[src/rtl/mips_dmem_resp.sv]
// Data-memory responder for the MIPS core: posted stores go into a small FIFO
// that drains into word RAM on idle cycles, with youngest-entry load forwarding.
module mips_dmem_resp #(
    parameter int          DEPTH_WORDS = 64,
    parameter int          WBUF_DEPTH  = 4,
    parameter logic [31:0] DONE_ADDR   = 32'd84,
    parameter logic [31:0] DONE_DATA   = 32'd7
) (
    input  logic                          clk,
    input  logic                          reset,
    input  logic                          memwrite,
    input  logic [31:0]                   dataadr,
    input  logic [31:0]                   writedata,
    output logic [31:0]                   readdata,
    output logic [$clog2(WBUF_DEPTH):0]   wbuf_count,
    output logic                          err_misaligned,
    output logic                          err_range,
    output logic                          err_overflow,
    output logic [15:0]                   store_count,
    output logic                          done
);

    localparam int ADDR_BITS = $clog2(DEPTH_WORDS);
    localparam int PTR_BITS  = $clog2(WBUF_DEPTH);
    localparam int CNT_BITS  = PTR_BITS + 1;

    logic [31:0]          r_ram     [DEPTH_WORDS];
    logic [ADDR_BITS-1:0] r_wb_idx  [WBUF_DEPTH];
    logic [31:0]          r_wb_data [WBUF_DEPTH];

    logic [PTR_BITS-1:0]  r_head;
    logic [PTR_BITS-1:0]  r_tail;
    logic [CNT_BITS-1:0]  r_count;
    logic                 r_err_misaligned;
    logic                 r_err_range;
    logic                 r_err_overflow;
    logic [15:0]          r_store_count;
    logic                 r_done;

    logic [ADDR_BITS-1:0] w_idx;
    logic                 w_in_range;
    logic                 w_aligned;
    logic                 w_full;
    logic                 w_empty;
    logic                 w_accept;
    logic                 w_drain;
    logic                 w_done_hit;

    logic [PTR_BITS-1:0]  w_slot_age  [WBUF_DEPTH];
    logic [WBUF_DEPTH-1:0] w_slot_live;
    logic [WBUF_DEPTH-1:0] w_slot_hit;
    logic                 w_fwd_hit;
    logic [31:0]          w_fwd_data;
    logic [PTR_BITS-1:0]  w_slot;

    assign w_idx      = dataadr[ADDR_BITS+1:2];
    assign w_in_range = (dataadr[31:ADDR_BITS+2] == '0);
    assign w_aligned  = (dataadr[1:0] == 2'b00);
    assign w_full     = (r_count == CNT_BITS'(WBUF_DEPTH));
    assign w_empty    = (r_count == '0);
    assign w_accept   = memwrite & w_aligned & w_in_range & ~w_full;
    // Any cycle with memwrite high blocks the drain, even a rejected store.
    assign w_drain    = ~memwrite & ~w_empty;
    assign w_done_hit = w_accept && (dataadr == DONE_ADDR) && (writedata == DONE_DATA);

    // Age 0 is the head (oldest); a slot is live when its age is below the count.
    generate
        for (genvar gi = 0; gi < WBUF_DEPTH; gi++) begin : g_slot
            assign w_slot_age[gi]  = PTR_BITS'(gi) - r_head;
            assign w_slot_live[gi] = ({1'b0, w_slot_age[gi]} < r_count);
            assign w_slot_hit[gi]  = w_slot_live[gi] && (r_wb_idx[gi] == w_idx);
        end
    endgenerate

    // Walk oldest to youngest so the youngest matching entry is the one kept.
    always_comb begin
        w_fwd_hit  = 1'b0;
        w_fwd_data = '0;
        w_slot     = '0;
        for (int k = 0; k < WBUF_DEPTH; k++) begin
            w_slot = r_head + PTR_BITS'(k);
            if (w_slot_hit[w_slot]) begin
                w_fwd_hit  = 1'b1;
                w_fwd_data = r_wb_data[w_slot];
            end
        end
    end

    always_comb begin
        readdata = '0;
        if (w_in_range) begin
            readdata = w_fwd_hit ? w_fwd_data : r_ram[w_idx];
        end
    end

    always_ff @(posedge clk) begin
        if (w_accept) begin
            r_wb_idx[r_tail]  <= w_idx;
            r_wb_data[r_tail] <= writedata;
        end
    end

    // Whole-word write gated by a count that reset forces to zero, so no torn words.
    always_ff @(posedge clk) begin
        if (w_drain) begin
            r_ram[r_wb_idx[r_head]] <= r_wb_data[r_head];
        end
    end

    always_ff @(posedge clk or negedge reset) begin
        if (!reset) begin
            r_head           <= '0;
            r_tail           <= '0;
            r_count          <= '0;
            r_err_misaligned <= 1'b0;
            r_err_range      <= 1'b0;
            r_err_overflow   <= 1'b0;
            r_store_count    <= '0;
            r_done           <= 1'b0;
        end else begin
            if (w_accept) begin
                r_tail  <= r_tail + 1'b1;
                r_count <= r_count + 1'b1;
                if (r_store_count != 16'hFFFF) begin
                    r_store_count <= r_store_count + 16'd1;
                end
            end else if (w_drain) begin
                r_head  <= r_head + 1'b1;
                r_count <= r_count - 1'b1;
            end

            if (!w_in_range) begin
                r_err_range <= 1'b1;
            end
            if (memwrite && !w_aligned) begin
                r_err_misaligned <= 1'b1;
            end
            if (memwrite && w_full) begin
                r_err_overflow <= 1'b1;
            end
            if (w_done_hit) begin
                r_done <= 1'b1;
            end
        end
    end

    assign wbuf_count     = r_count;
    assign err_misaligned = r_err_misaligned;
    assign err_range      = r_err_range;
    assign err_overflow   = r_err_overflow;
    assign store_count    = r_store_count;
    assign done           = r_done;

endmodule

[config.mk]
export PLATFORM = sky130hd
export DESIGN_NAME = mips_dmem_resp
export DESIGN_NICKNAME = d
export VERILOG_FILES = /design/src/rtl/mips_dmem_resp.sv
export SDC_FILE = /design/constraint.sdc
export NUM_CORES = 2
export LEC_CHECK = 0
export ABC_AREA = 1
export CORE_MARGIN = 10
export CORE_UTILIZATION = 60
export CTS_CLUSTER_DIAMETER = 120
export DETAILED_ROUTE_END_ITERATION = 8
export HOLD_SLACK_MARGIN = 0.06
export PLACE_DENSITY = 0.77
export SKIP_CTS_REPAIR_TIMING = 1
export SLEW_MARGIN = 40
export SYNTH_ARGS = -nofsm -noshare
export SYNTH_HDL_FRONTEND = slang
export SYNTH_SLANG_ARGS = --single-unit
[constraint.sdc]
create_clock -name clk -period 7.4 [get_ports clk]
set_input_delay 2.22 -clock clk [delete_from_list [all_inputs] [get_ports clk]]
set_output_delay 2.22 -clock clk [all_outputs]
set_load 0.01 [all_outputs]
======== Yosys cells after proc, flatten, opt, wreduce, memory -nomap -nowiden ========
Memories as Yosys holds them, arrays and structs flattened.
Index checks and enable logic that the tools add are counted.
word-level totals
  flip-flop bits (word level) ............. 27
  bits in writable memories ............... 2,200
  bits of input ports ..................... 67
  output and inout port bits .............. 55
  logic and storage cells ................. 85
  memories kept ........................... 3
cells by class
  add/subtract/negate cells ............... 11
  $lt $le $gt $ge ......................... 8
  eq/ne operators ......................... 8
  muxes and demuxes ....................... 24
  bitwise logic cells ..................... 8
  reductions and logical operators ........ 15
memory list
  name       words  bits a word  read ports  clocked after Yosys merged registers in  write ports  RTL line  text
  r_ram      64     32           1           0                                        1            27        logic [31:0] r_ram [DEPTH_WORDS];
  r_wb_data  4      32           4           0                                        1            29        logic [31:0] r_wb_data [WBUF_DEPTH];
  r_wb_idx   4      6            5           0                                        1            28        logic [ADDR_BITS-1:0] r_wb_idx [WBUF_DEPTH];
operator list
  cell                                                                  number
  32-bit 2-to-1 mux                                                     6
  32-bit by 3-bit == test with 1-bit output, second input constant      1
  32-bit by 7-bit == test with 1-bit output, second input constant      1
  6-bit == test                                                         4
  24-bit zero test                                                      1
  16-bit by 1-bit adder with 16-bit output, second input constant       1
  16-bit != test, second input constant                                 1
  2-bit by 3-bit < comparator with 1-bit output                         4
  2-bit by 3-bit < comparator with 1-bit output, second input constant  4
  1-bit 2-to-1 mux                                                      12
  1-bit binary-select mux with 2-bit select                             4
  1-bit logical AND                                                     8
  3-bit 2-to-1 mux                                                      2
  2-bit by 1-bit adder with 2-bit output, second input constant         2
  2-bit adder, second input constant                                    2
  1-bit bitwise AND                                                     4
  1-bit NOT                                                             4
  2-bit AND reduction                                                   2
  1-bit by 2-bit subtractor with 2-bit output, first input constant     2
  2-bit subtractor, first input constant                                2
  3-bit by 1-bit adder with 3-bit output, second input constant         1
  3-bit == test, second input constant                                  1
  3-bit zero test                                                       1
  3-bit by 1-bit subtractor with 3-bit output, second input constant    1
  other kinds (3)                                                       3

======== Longest topological paths before layout ========
  word-level depth ........................ 11
  mapped depth ............................ 22
  mapped depth without buffers ............ 18

======== Worst setup path before layout ========
No wires, ideal clock.
  path kind ............................... register -> output
  start point ............................. reg r_head[0]
  end point ............................... out readdata[25]
  arrival ................................. 4.292 ns
  required time ........................... 5.180 ns
  slack ................................... 0.888 ns
  stages on the path, launching flop included .. 12
  path buffers ............................ 2
  cell sequence ........................... dfrtp_1 > inv_2 > buf_2 > clkbuf_1 > o21ai_0 > o21ai_0 > nand3_1 > nand2_1 > nand2_1 > nand2_1 > nand2_1 > a21oi_1
on the way
  cells in the longest elaborated chain, start to end .. 11
  elaborated cells on any way between the ends .. 34
  those cells by class .................... 7 x add/sub; 4 x order compare; 18 x mux; 4 x reduce/logical; 1 x memory
ends and longest elaborated chain
  item                                                                                    RTL line  text
  start: declaration                                                                      31        logic [PTR_BITS-1:0] r_head;
  start signal: assignment                                                                128       r_head <= r_head + 1'b1;
  1-bit by 2-bit subtractor with 2-bit output / 2-bit subtractor (equally long branches)  69        assign w_slot_age[gi] = PTR_BITS'(gi) - r_head;
  2-bit by 3-bit < comparator with 1-bit output                                           70        assign w_slot_live[gi] = ({1'b0, w_slot_age[gi]} < r_count);
  1-bit logical AND                                                                       71        assign w_slot_hit[gi] = w_slot_live[gi] && (r_wb_idx[gi] == w_idx);
  1-bit binary-select mux with 2-bit select                                               82        if (w_slot_hit[w_slot]) begin
  1-bit 2-to-1 mux (not written as such)                                                  82
  32-bit 2-to-1 mux / 1-bit 2-to-1 mux (equally long branches) (4 in a row)               82
  32-bit 2-to-1 mux (*)                                                                   92        readdata = w_fwd_hit ? w_fwd_data : r_ram[w_idx];
  32-bit 2-to-1 mux (*)                                                                   91        if (w_in_range) begin
  end: declaration                                                                        14        output logic [31:0] readdata,
Every way passes the cells marked *; elsewhere a longest branch is shown, timed or not. The select of a mux whose other input is x is not followed.

======== Worst setup path after layout ========
  start point ............................. in dataadr[2]
  end point ............................... out readdata[15]
on the way
  cells in the longest elaborated chain, start to end .. 10
  elaborated cells on any way between the ends .. 27
  those cells by class .................... 4 x eq/ne; 18 x mux; 4 x reduce/logical; 1 x memory
ends and longest elaborated chain
  item                                                                       RTL line  text
  start: declaration                                                         12        input logic [31:0] dataadr,
  6-bit == test                                                              71
  1-bit logical AND                                                          71
  1-bit binary-select mux with 2-bit select                                  82
  1-bit 2-to-1 mux (not written as such)                                     82
  32-bit 2-to-1 mux / 1-bit 2-to-1 mux (equally long branches) (4 in a row)  82
  32-bit 2-to-1 mux (*)                                                      92
  32-bit 2-to-1 mux (*)                                                      91
Marked as above.

==> results.yml <==
status:
  status: "complete, but fails checks"
  violations: "negative setup slack"
layout:
  drive_gt1_frac: 0.103
  syn_to_final_growth_pct: 15.5
  multi_input_area_um2: 24600
  nNetsFinal: 8699
  stdcell_area_um2: 108000
  final-seq-area_um2: 66700
  fill_cells: 9861
sta:
  worst_slack_ns: -0.116
  rsz0062_at_grt: "true"
  setup_viol: 7
  final-hold-violation-count: 0
  min_period_over_period: 1.02
  min_period_ns: 7.52
  slew_headroom: 0.402
  worstMarginPinSlew_ns: 0.897
  max_freq_mhz: 133
  finClkSkew_ns: 0.0311
  slew_viol_final: 0
drt:
  drc: 0
  wirelength_mm: 273
  vias_per_cell: 6.31
  antenna_left: 0
  drt_iter0_markers: 10700
  vias: 68400
  dr.pass1.iters: 7
  wire_per_inst_um: 25.2
clock_tree:
  insertion_delay_ns: 0.86
  cts_sinks: 2227
  cts.reportedPaths.clkPinSlew_ns: 0.06
  cts_root_buf: "clkbuf_16"
  h-tree-depth: 4
  clk_path_buf_depth: 3
  cts_inserted_buffers: 207
  cts_tree: "done"
global_routing:
  grt_overflow_total: 0
  antenna_found_initial: 11
  grt_max_degree: 132
  grt_pass1_vias: 65400
  grt_usage: 0.307
  grt_pass1_wl_mm: 403
logic_synthesis:
  synth_cell_type_count: 39
  ys_warn_count: 0
  synth_top_family_by_area: "simple AND/OR/NAND/NOR gates"
  synth_flop_cell: "edfxtp_1"
  synthArstFlopShare: 0.0121
  synth-edff-count: 2200
  synth_xor_area_frac: 0.00309
  syn_area_um2: 93500
  seq_area_frac_synth: 0.714
  synth.net_count: 8451
  syn_inst: 8374
  synth.ff_latch_count: 2227
  synth-simple-area-share: 0.225
  muxShareOfSynthArea: 0.000120
  syn_avg_cell_area_um2: 11.2
  synth_fa_ha_area_frac: 0.00142
  synth_compound_area_frac: 0.0227
worst_setup_path:
  ff2ff_setup_slack_ns: 2.68
  start_kind: "input pin"
  crit_path_end_kind: "primary output"
  critical_path_arrival_ns: 5.30
  crit_start: "dataadr[2]"
  r2r_start: "r_head[0]"
  cp.required_ns: 5.18
  worst-r2r-cell-count: 10
  r2r_end: "r_ram[1][31]"
  cp_max_fo: 46
  critical_path_class: "input pin to primary output"
die:
  dieArea_um2: 172000
  die_w_um: 415
  num_rows: 144
  core_region_area_um2: 154000
  die_h_um: 415
  start_util: 0.606
  ios: 122
placement:
  io_buffers: 121
  dp_hpwl_mm: 161
  post_dp_cell_area_um2: 101000
  gp_congestion: 0.945
hold_path:
  worst_hold_path_type: "flop to flop"
  hold_end: "done"
  whs_path_depth: 2
  worst_hold_startpoint: "done"
power_and_ir_drop:
  power_density_nw_per_um2: 336
  p_leak_nw: 40.2
  irDropWorstVdd_v: 0.000415
  p_total_mw: 36.3
job:
  maxCapViolations: 0
[kinds of logic after synthesis]
group                      count (synthesis)
and+or+nand+nor                         4967
muxes                                      1
buffers and inverters                    727
DFF                                     2227
adders and majority gates                 10
AOI/OAI and AO/OA                        409
xor gates and xnor gates                  33
[layout make-up]
class | instances | area share
clock buffer | 255 | 0.0504
clock inverter | 131 | 0.0127
antenna | 2 | 0.0000463
multi-input combinational | 5420 | 0.228
timing repair buffer | 560 | 0.0598
inverter | 206 | 0.00748
tap | 2044 | 0.0237
sequential | 2227 | 0.618
[critical path, stage by stage]
cell and delay (ns):
buf_8 0.15, clkinv_8 0.16, buf_12 0.26, nand2_1 0.08, nand3_1 0.10, nand3_1 0.10, nand3_1 0.20, nand3_1 0.24
nand3_1 0.16, buf_4 0.17, nand3_1 0.14, buf_4 0.19, nand2_1 0.06, nand2_1 0.05, nand2_1 0.05, nand2_1 0.04
a21oi_1 0.24, clkdlybuf4s50_1 0.62
[through the flow]
step / hold slack (ns) / utilization / worst slack (ns) / cells / TNS (ns)
finish: 0.479 / 0.700 / -0.116 / 10800 / -0.590
global route: 0.513 / 0.699 / -0.196 / 10800 / -1.46
CTS: 0.482 / 0.696 / -0.253 / 10800 / -0.903
detailed placement: 0.454 / 0.652 / -0.203 / 10500 / -0.416
global placement: 0.441 / 0.647 / -0.229 / 10400 / -0.429
floorplan: 0.493 / - / 0.888 / 8374 / 0
[placed cells by master, fill, tap and decap left out, types with 3 or more instances in the layout]
cell type | Yosys | final
a21oi_1 | 98 | 94
clkinv_1 | 0 | 45
nor2_1 | 109 | 33
clkbuf_1 | 125 | 44
clkdlybuf4s50_1 | 0 | 97
xor2_1 | 14 | 14
buf_4 | 8 | 278
buf_16 | 0 | 22
inv_1 | 200 | 197
inv_16 | 0 | 3
bufinv_16 | 0 | 26
a22oi_1 | 3 | 3
nor2_2 | 2 | 8
a221oi_2 | 3 | 4
buf_12 | 0 | 95
nor4_1 | 14 | 14
nand3b_1 | 61 | 61
clkbuf_16 | 0 | 213
xnor2_1 | 19 | 19
nand3_1 | 1614 | 1592
nand3_2 | 0 | 22
nand2_1 | 3130 | 3126
nor2_4 | 1 | 71
edfxtp_1 | 2200 | 2200
clkinvlp_4 | 0 | 8
buf_6 | 0 | 21
o21ai_1 | 28 | 9
a21oi_2 | 0 | 4
nand4_1 | 21 | 21
nand2_2 | 5 | 9
nor3_1 | 7 | 7
dlymetal6s2s_1 | 0 | 18
dfrtp_1 | 27 | 26
inv_6 | 0 | 11
o21ai_0 | 266 | 253
clkinv_8 | 0 | 3
o21ai_4 | 0 | 32
buf_8 | 0 | 25
ha_1 | 9 | 9
clkinv_2 | 0 | 40
[report_power, final]
group          total [mW]  leakage [nW]  switching [mW]  internal [mW]
combinational        8.53          16.7            6.68           1.85
clock                10.8          3.32            4.63           6.14
sequential           17.0          20.2           0.165           16.8
[routing by layer]
metal | share of wire | GRT usage
met1 | 0.35 | 0.404
met5 | 0.00026 | 0
met3 | 0.14 | 0.0788
met2 | 0.46 | 0.478
met4 | 0.053 | 0.146
[flip-flops by register name (all words and copies together) (netlist names), 2 cells and up]
signal       flops
wbuf_count       3
r_wb_idx        24
r_head           2
r_ram         2048
r_wb_data      128
store_count     16
r_tail           2
[cells in the mapped netlist, types with 2 or more instances]
| master | n | area share |
|---|---|---|
| a21oi_1 | 98 | 0.0052 |
| a221oi_1 | 2 | 0.00019 |
| a221oi_2 | 3 | 0.00048 |
| a22oi_1 | 3 | 0.00024 |
| and2_1 | 2 | 0.00013 |
| buf_1 | 39 | 0.0016 |
| buf_2 | 349 | 0.019 |
| buf_4 | 8 | 0.00064 |
| clkbuf_1 | 125 | 0.0050 |
| dfrtp_1 | 27 | 0.0072 |
| edfxtp_1 | 2200 | 0.71 |
| ha_1 | 9 | 0.0012 |
| inv_1 | 200 | 0.0080 |
| inv_2 | 6 | 0.00024 |
| nand2_1 | 3130 | 0.13 |
| nand2_2 | 5 | 0.00033 |
| nand3_1 | 1614 | 0.086 |
| nand3b_1 | 61 | 0.0049 |
| nand4_1 | 21 | 0.0014 |
| nor2_1 | 109 | 0.0044 |
| nor2_2 | 2 | 0.00013 |
| nor3_1 | 7 | 0.00037 |
| nor4_1 | 14 | 0.00094 |
| o21ai_0 | 266 | 0.014 |
| o21ai_1 | 28 | 0.0015 |
| o22ai_1 | 2 | 0.00013 |
| xnor2_1 | 19 | 0.0018 |
| xor2_1 | 14 | 0.0013 |
[how the worst max path moves through the flow]
stage	endpoint	depth (start not counted)
after floorplan	readdata[25]	11
after global placement	readdata[25]	17
after detailed placement	readdata[25]	17
after CTS	readdata[25]	17
after global routing	readdata[22]	18
final	readdata[15]	18
Note: power is estimated with default switching activity, not from simulation.
